`src/rtl/fetch_pkg.sv`:
```
// Shared types and constants for the fetch sequencer: FSM state encoding,
// default bus widths, opcode field position and the wrapping pc adder.
package fetch_pkg;

    localparam int ADDR_W     = 8;
    localparam int INST_W     = 16;
    localparam int OPCODE_MSB = 15;
    localparam int OPCODE_LSB = 12;

    typedef enum logic [1:0] {
        PRIME = 2'd0,
        RUN   = 2'd1,
        HALT  = 2'd2
    } fetch_state_e;

    // Sum wraps naturally at 2^ADDR_W (8'hFE + 2 -> 8'h00).
    function automatic logic [ADDR_W-1:0] next_pc(input logic [ADDR_W-1:0] pc,
                                                  input logic [ADDR_W-1:0] step);
        return pc + step;
    endfunction

endpackage

```
`src/rtl/fetch_sequencer_if.sv`:
```
// Bus between the fetch sequencer (master) and the memory/decode side (slave).
//
// Handshake: there is no ready; the sequencer only advances on clk_en. On each
// clk_en step, inst_valid=1 means inst_out holds a freshly fetched instruction
// that decode must consume in that step; inst_valid=0 means inst_out must be
// ignored (prime, flush, stall-after-flush or halt). state is a debug view of
// the sequencer FSM.
interface fetch_sequencer_if;
    import fetch_pkg::*;

    logic                clk_en;
    logic                stall;
    logic                branch_taken;
    logic [ADDR_W-1:0]   branch_target;
    logic                halt_req;
    logic                resume;
    logic [INST_W-1:0]   inst_in;
    logic [ADDR_W-1:0]   pc_out;
    logic [INST_W-1:0]   inst_out;
    logic                inst_valid;
    logic                halted;
    logic                fault;
    fetch_state_e        state;

    modport master (
        input  clk_en, stall, branch_taken, branch_target, halt_req, resume, inst_in,
        output pc_out, inst_out, inst_valid, halted, fault, state
    );

    modport slave (
        output clk_en, stall, branch_taken, branch_target, halt_req, resume, inst_in,
        input  pc_out, inst_out, inst_valid, halted, fault, state
    );

endinterface

```
`src/rtl/fetch_sequencer_pc_reg.sv`:
```
// Program counter register: load has priority over increment, otherwise hold.
// Only updates on the enable strobe; asynchronous active-low reset.
module pc_reg
    import fetch_pkg::*;
#(
    parameter logic [ADDR_W-1:0] RESET_PC = '0,
    parameter logic [ADDR_W-1:0] STEP     = 2
) (
    input  logic              clk,
    input  logic              rst_n,
    input  logic              en,
    input  logic              load,
    input  logic              inc,
    input  logic [ADDR_W-1:0] load_val,
    output logic [ADDR_W-1:0] pc_q
);

    logic [ADDR_W-1:0] pc_d;

    // Next pc: redirect, step, or hold.
    always_comb begin
        pc_d = pc_q;
        if (load) begin
            pc_d = load_val;
        end else if (inc) begin
            pc_d = next_pc(pc_q, STEP);
        end
    end

    // PC flop, advanced only on the processor step strobe.
    always_ff @(posedge clk or negedge rst_n) begin
        if (!rst_n) begin
            pc_q <= RESET_PC;
        end else if (en) begin
            pc_q <= pc_d;
        end
    end

endmodule

```
`src/rtl/fetch_sequencer.sv`:
```
// Fetch sequencer: drives the instruction memory address, captures the
// returned word one step later and hands it to decode with a valid flag.
// Handles sequential stepping, taken branches (one-slot flush), stalls,
// halt/resume and sticky out-of-range faults.
// Optional build macro FETCH_HALT_ON_OPCODE_EN: capturing a word whose opcode
// equals HALT_OPCODE delivers it to decode and then enters HALT.
module fetch_sequencer
    import fetch_pkg::*;
#(
    parameter logic [ADDR_W-1:0] RESET_PC    = 8'h00,
    parameter logic [ADDR_W-1:0] PC_STEP     = 8'd2,
    parameter logic [ADDR_W-1:0] MAX_ADDR    = 8'd64,
    parameter logic [3:0]        HALT_OPCODE = 4'hC
) (
    input  logic              clk,
    input  logic              rst_n,
    fetch_sequencer_if.master bus
);

    fetch_state_e      state_q, state_d;
    logic [INST_W-1:0] inst_q, inst_d;
    logic              valid_q, valid_d;
    logic              halted_q, halted_d;
    logic              fault_q, fault_d;

    logic [ADDR_W-1:0] pc_q;
    logic              pc_load;
    logic              pc_inc;
    logic [ADDR_W-1:0] pc_load_val;

    logic              unused_tgt_lsb;
    assign unused_tgt_lsb = bus.branch_target[0];

`ifdef FETCH_HALT_ON_OPCODE_EN
    logic halt_op;
    assign halt_op = (bus.inst_in[OPCODE_MSB:OPCODE_LSB] == HALT_OPCODE);
`else
    logic unused_halt_opcode;
    assign unused_halt_opcode = ^HALT_OPCODE;
`endif

    pc_reg #(
        .RESET_PC (RESET_PC),
        .STEP     (PC_STEP)
    ) u_pc_reg (
        .clk      (clk),
        .rst_n    (rst_n),
        .en       (bus.clk_en),
        .load     (pc_load),
        .inc      (pc_inc),
        .load_val (pc_load_val),
        .pc_q     (pc_q)
    );

    // FSM next-state and output decisions; RUN priority is
    // halt_req > out-of-range > branch > stall > sequential.
    always_comb begin
        state_d     = state_q;
        inst_d      = inst_q;
        valid_d     = valid_q;
        halted_d    = halted_q;
        fault_d     = fault_q;
        pc_load     = 1'b0;
        pc_inc      = 1'b0;
        pc_load_val = {bus.branch_target[ADDR_W-1:1], 1'b0};

        unique case (state_q)
            PRIME: begin
                // Memory has just been given pc; nothing to capture yet.
                valid_d  = 1'b0;
                halted_d = 1'b0;
                state_d  = RUN;
            end
            RUN: begin
                if (bus.halt_req) begin
                    valid_d  = 1'b0;
                    halted_d = 1'b1;
                    state_d  = HALT;
                end else if (pc_q > MAX_ADDR) begin
                    fault_d  = 1'b1;
                    valid_d  = 1'b0;
                    halted_d = 1'b1;
                    state_d  = HALT;
                end else if (bus.branch_taken) begin
                    // Wrong-path word is dropped; inst_out keeps its old value.
                    pc_load = 1'b1;
                    valid_d = 1'b0;
                end else if (bus.stall) begin
                    // Everything holds.
                    valid_d = valid_q;
                end else begin
                    inst_d  = bus.inst_in;
                    valid_d = 1'b1;
                    pc_inc  = 1'b1;
`ifdef FETCH_HALT_ON_OPCODE_EN
                    // The halt word itself still reaches decode this step;
                    // pc then freezes at the address after it.
                    if (halt_op) begin
                        halted_d = 1'b1;
                        state_d  = HALT;
                    end
`endif
                end
            end
            HALT: begin
                valid_d  = 1'b0;
                halted_d = 1'b1;
                if (bus.resume) begin
                    pc_load     = 1'b1;
                    pc_load_val = RESET_PC;
                    fault_d     = 1'b0;
                    halted_d    = 1'b0;
                    state_d     = PRIME;
                end
            end
            default: begin
                valid_d  = 1'b0;
                halted_d = 1'b0;
                state_d  = PRIME;
            end
        endcase
    end

    // FSM and registered outputs, stepped only on clk_en.
    always_ff @(posedge clk or negedge rst_n) begin
        if (!rst_n) begin
            state_q  <= PRIME;
            inst_q   <= '0;
            valid_q  <= 1'b0;
            halted_q <= 1'b0;
            fault_q  <= 1'b0;
        end else if (bus.clk_en) begin
            state_q  <= state_d;
            inst_q   <= inst_d;
            valid_q  <= valid_d;
            halted_q <= halted_d;
            fault_q  <= fault_d;
        end
    end

    assign bus.pc_out     = pc_q;
    assign bus.inst_out   = inst_q;
    assign bus.inst_valid = valid_q;
    assign bus.halted     = halted_q;
    assign bus.fault      = fault_q;
    assign bus.state      = state_q;

endmodule

```
`src/flat_wrapper.sv`:
```
// flat-port wrapper written by rule: the top's interface ports become plain ports
module fetch_sequencer_flat import fetch_pkg::*;
#(
    parameter logic [ADDR_W-1:0] RESET_PC    = 8'h00,
    parameter logic [ADDR_W-1:0] PC_STEP     = 8'd2,
    parameter logic [ADDR_W-1:0] MAX_ADDR    = 8'd64,
    parameter logic [3:0]        HALT_OPCODE = 4'hC
)
  (clk, rst_n, bus_clk_en, bus_stall, bus_branch_taken, bus_branch_target, bus_halt_req, bus_resume, bus_inst_in, bus_pc_out, bus_inst_out, bus_inst_valid, bus_halted, bus_fault, bus_state);
  fetch_sequencer_if bus_i ();
  input  logic clk;
  input  logic rst_n;
  input wire logic [$bits(bus_i.clk_en)-1:0] bus_clk_en;
  input wire logic [$bits(bus_i.stall)-1:0] bus_stall;
  input wire logic [$bits(bus_i.branch_taken)-1:0] bus_branch_taken;
  input wire logic [$bits(bus_i.branch_target)-1:0] bus_branch_target;
  input wire logic [$bits(bus_i.halt_req)-1:0] bus_halt_req;
  input wire logic [$bits(bus_i.resume)-1:0] bus_resume;
  input wire logic [$bits(bus_i.inst_in)-1:0] bus_inst_in;
  output wire logic [$bits(bus_i.pc_out)-1:0] bus_pc_out;
  output wire logic [$bits(bus_i.inst_out)-1:0] bus_inst_out;
  output wire logic [$bits(bus_i.inst_valid)-1:0] bus_inst_valid;
  output wire logic [$bits(bus_i.halted)-1:0] bus_halted;
  output wire logic [$bits(bus_i.fault)-1:0] bus_fault;
  output wire logic [$bits(bus_i.state)-1:0] bus_state;
  assign bus_i.clk_en = bus_clk_en;
  assign bus_i.stall = bus_stall;
  assign bus_i.branch_taken = bus_branch_taken;
  assign bus_i.branch_target = bus_branch_target;
  assign bus_i.halt_req = bus_halt_req;
  assign bus_i.resume = bus_resume;
  assign bus_i.inst_in = bus_inst_in;
  assign bus_pc_out = bus_i.pc_out;
  assign bus_inst_out = bus_i.inst_out;
  assign bus_inst_valid = bus_i.inst_valid;
  assign bus_halted = bus_i.halted;
  assign bus_fault = bus_i.fault;
  assign bus_state = bus_i.state;
  fetch_sequencer #(.RESET_PC(RESET_PC), .PC_STEP(PC_STEP), .MAX_ADDR(MAX_ADDR), .HALT_OPCODE(HALT_OPCODE)) u_core (.clk(clk), .rst_n(rst_n), .bus(bus_i));
endmodule
```
`config.mk`:
```
export PLATFORM = sky130hd
export DESIGN_NAME = fetch_sequencer_flat
export DESIGN_NICKNAME = d
export VERILOG_FILES = /design/src/rtl/fetch_pkg.sv /design/src/rtl/fetch_sequencer_if.sv /design/src/rtl/fetch_sequencer_pc_reg.sv /design/src/rtl/fetch_sequencer.sv /design/src/flat_wrapper.sv
export SDC_FILE = /design/constraint.sdc
export NUM_CORES = 1
export LEC_CHECK = 0
export CORE_ASPECT_RATIO = 1.4
export CORE_MARGIN = 3
export CORE_UTILIZATION = 46
export DETAILED_ROUTE_END_ITERATION = 7
export HOLD_SLACK_MARGIN = 0.15
export PLACE_DENSITY = 0.84
export SLEW_MARGIN = 20
export SYNTH_ARGS = -nofsm -noshare
export SYNTH_HDL_FRONTEND = slang
export SYNTH_SLANG_ARGS = --single-unit
```
`constraint.sdc`:
```
create_clock -name clk -period 2.9 [get_ports clk]
set_input_delay 0.725 -clock clk [delete_from_list [all_inputs] [get_ports clk]]
set_output_delay 0.725 -clock clk [all_outputs]
set_load 0.02 [all_outputs]
```
==> flow_summary.yaml <==
worst_setup_path:
  worst-path-max-fanout: 17
  crit_path_end_kind: "register"
  crit_buf_inv: 1
  critPathKind: "input pin to register"
  crit_required_ns: 3.06
  arrival_ns: 2.38
  slowest_stage: "clkdlybuf4s50_1"
  path_cells: "clkdlybuf4s50_1 > nor2b_1 > nand2b_1 > nor2_4 > mux2_2"
  worst_setup_path_start_kind: "input pin"
  crit_family: "simple AND/OR/NAND/NOR gates"
  critical-path-max-stage-delay_ns: 0.51
global_route:
  overflow: 0
  antenna_found_initial: 0
  grt_start_max_net_pins: 29
  grt.busiest_layer: "met2"
  grt.total_usage_pct: 20.3
  met3_usage_pct: 6.57
  grt_pass1_wl_um: 5950
  met2_usage_pct: 36.8
  grtUsageMet1_pct: 21.9
  grt_pass1_vias: 1330
layout:
  antennaDiodeCount: 0
  fillers: 236
  nNetsFinal: 223
  final_area_mm2: 0.00211
  final_cell_mix: "clkdlybuf4s50_1 (57), dfrtp_1 (28), mux2_2 (18)"
  syn_to_final_growth_pct: 45.6
  drive_gt1_share_pct: 18.8
  fin_util_pct: 71.7
  mostFrequentLayoutCell: "clkdlybuf4s50_1"
  layout.cells.non_filler: 223
clock_tree:
  cts_made_buffers: 3
  cts_tree: "built"
  cts.sinks: 28
  hold_buffers: 0
  cts_setup_buffers: 0
  cts_buffer_depth: 2
  root_buffer: "clkbuf_8"
  ctsResizeCount: 0
  clk_latency_ns: 0.28
  htree_levels: 1
  clk_pin_slew_ns: 0.09
route:
  drc: 0
  drt_iter0_drc: 20
  wl_per_cell_um: 15.5
  via_per_inst: 5.43
  via_count: 1212
  dr.pass1.iters: 4
  routed_wl_um: 3460
  antenna_left: 0
sta:
  grt_setup_unrepaired: "false"
  post-route-period-util_pct: 76.4
  finalSetupTns_ns: 0
  fin_ws_ns: 0.685
  setup_viol: 0
  finalMaxSlewViolations: 0
  whs_ns: 0.499
  period_needed_ns: 2.21
  finClkSkew_ns: 0.00624
  hold_violations: 0
  timing.fmax_mhz: 452
place:
  dp_hpwl_um: 2690
  port_buffers: 57
  placed_cells: 219
  dpl_cell_area_mm2: 0.00205
  place.gp.congestion: 0.860
  pre_cts_slack_ns: 0.391
floorplan:
  coreArea_mm2: 0.00294
  dieWidth_um: 53.4
  dieHeight_um: 72.3
  io-pin-count: 60
  initial_core_util_pct: 49.3
  rows: 23
  die_area_mm2: 0.00386
yosys:
  synth.distinct_cells: 40
  synth_top_cell_area_share_pct: 48.4
  netlist_instances: 127
  ys_seq_elements: 28
  yosysSeqAreaShare_pct: 48.4
  synth.avg_cell_area_um2: 11.4
  syn_area_mm2: 0.00145
  syn-num-nets: 163
  synth_top_cell_by_area: "dfrtp_1"
  ys_warn_count: 0
  yosys-top-cells-area: "dfrtp_1 (48%), mux2_2 (14%), ha_1 (4.3%)"
pwr:
  power.total_mw: 1.53
  irDropWorstVdd_mv: 0.546
  power.leakage_nw: 0.968
  power_density_mw_per_mm2: 726
worst_hold_path:
  hold_class: "register to register"
flow_run:
  maxCapViolCount: 0
run_status:
  status: "finished clean"
[cells in the mapped netlist (all sizes together)]
cell type  number
nor2b           2
a41oi           1
a22oi           1
o211a           1
a222oi          1
dfrtp          28
a221oi          1
clkbuf          1
a21oi           1
o21bai          1
nand2          16
nor2            4
or3             1
conb            1
nand2b          4
o21a            1
buf             3
and4            1
nand4b          1
and2            2
o41ai           1
and2b           1
inv             6
nor3            1
o21ai           9
o22ai           3
ha              5
and3            4
or4             1
nand3           2
a211oi          3
mux2           18
nand4           1
[final timing paths]
kind	startpoint	to	slack, ns	cells after the start
setup / recovery	bus_clk_en	u_core.bus.inst_out[2]	0.69	5
hold / removal	u_core.bus.halted	u_core.bus.halted	0.50	2
setup reg to reg	u_core.u_pc_reg.pc_q[1]	u_core.bus.inst_out[2]	0.72	4
hold reg to reg	u_core.bus.halted	u_core.bus.halted	0.50	2
max in group asynchronous	rst_n	u_core.bus.inst_valid	1.82	2
min in group asynchronous	rst_n	u_core.u_pc_reg.pc_q[2]	0.81	2
[tightest hold or removal path, cell delays in order (launching register included)]
cell     delay (ns)
dfrtp_1        0.35
nand2_1        0.05
o21ai_0        0.07
[final cells by class]
| cell class | count | area, µm² | area share (%) |
|---|---|---|---|
| clock buffers | 4 | 55.1 | 2.61 |
| inverters | 6 | 22.5 | 1.07 |
| multi-input cells | 89 | 696 | 33.0 |
| flip-flops and latches | 28 | 701 | 33.3 |
| repair buffers | 59 | 586 | 27.8 |
| well taps | 37 | 46.3 | 2.20 |
[flip-flops by register name (all words and copies together), names as in the netlist]
register / cells
u_core.bus.halted: 1
u_core.u_pc_reg.pc_q: 7
u_core.bus.state: 2
u_core.bus.fault: 1
u_core.bus.inst_out: 16
u_core.bus.inst_valid: 1
[power breakdown]
group	switching [mW]	total, mW	internal [mW]
Combinational	0.339	0.689	0.350
Sequential	0.112	0.597	0.485
Clock	0.120	0.242	0.122
Total	0.571	1.53	0.957
[routing by layer]
layer | vias to the layer above | wire, µm
met5 | - | 0
met4 | 0 | 61
met3 | 7 | 344
met2 | 58 | 1750
met1 | 577 | 1300
li1 | 570 | -
[cell families after synthesis]
logic type | after synthesis | synth area share (%)
buffers and inverters | 10 | 3.46
AO/OA/AOI/OAI | 24 | 12.6
AND/OR/NAND/NOR | 41 | 16.9
flip-flops | 28 | 48.4
adder cells (fa/ha/maj) | 5 | 4.33
other | 1 | 0.259
multiplexers | 18 | 14.0
Note: power is estimated with default switching activity, not from simulation.
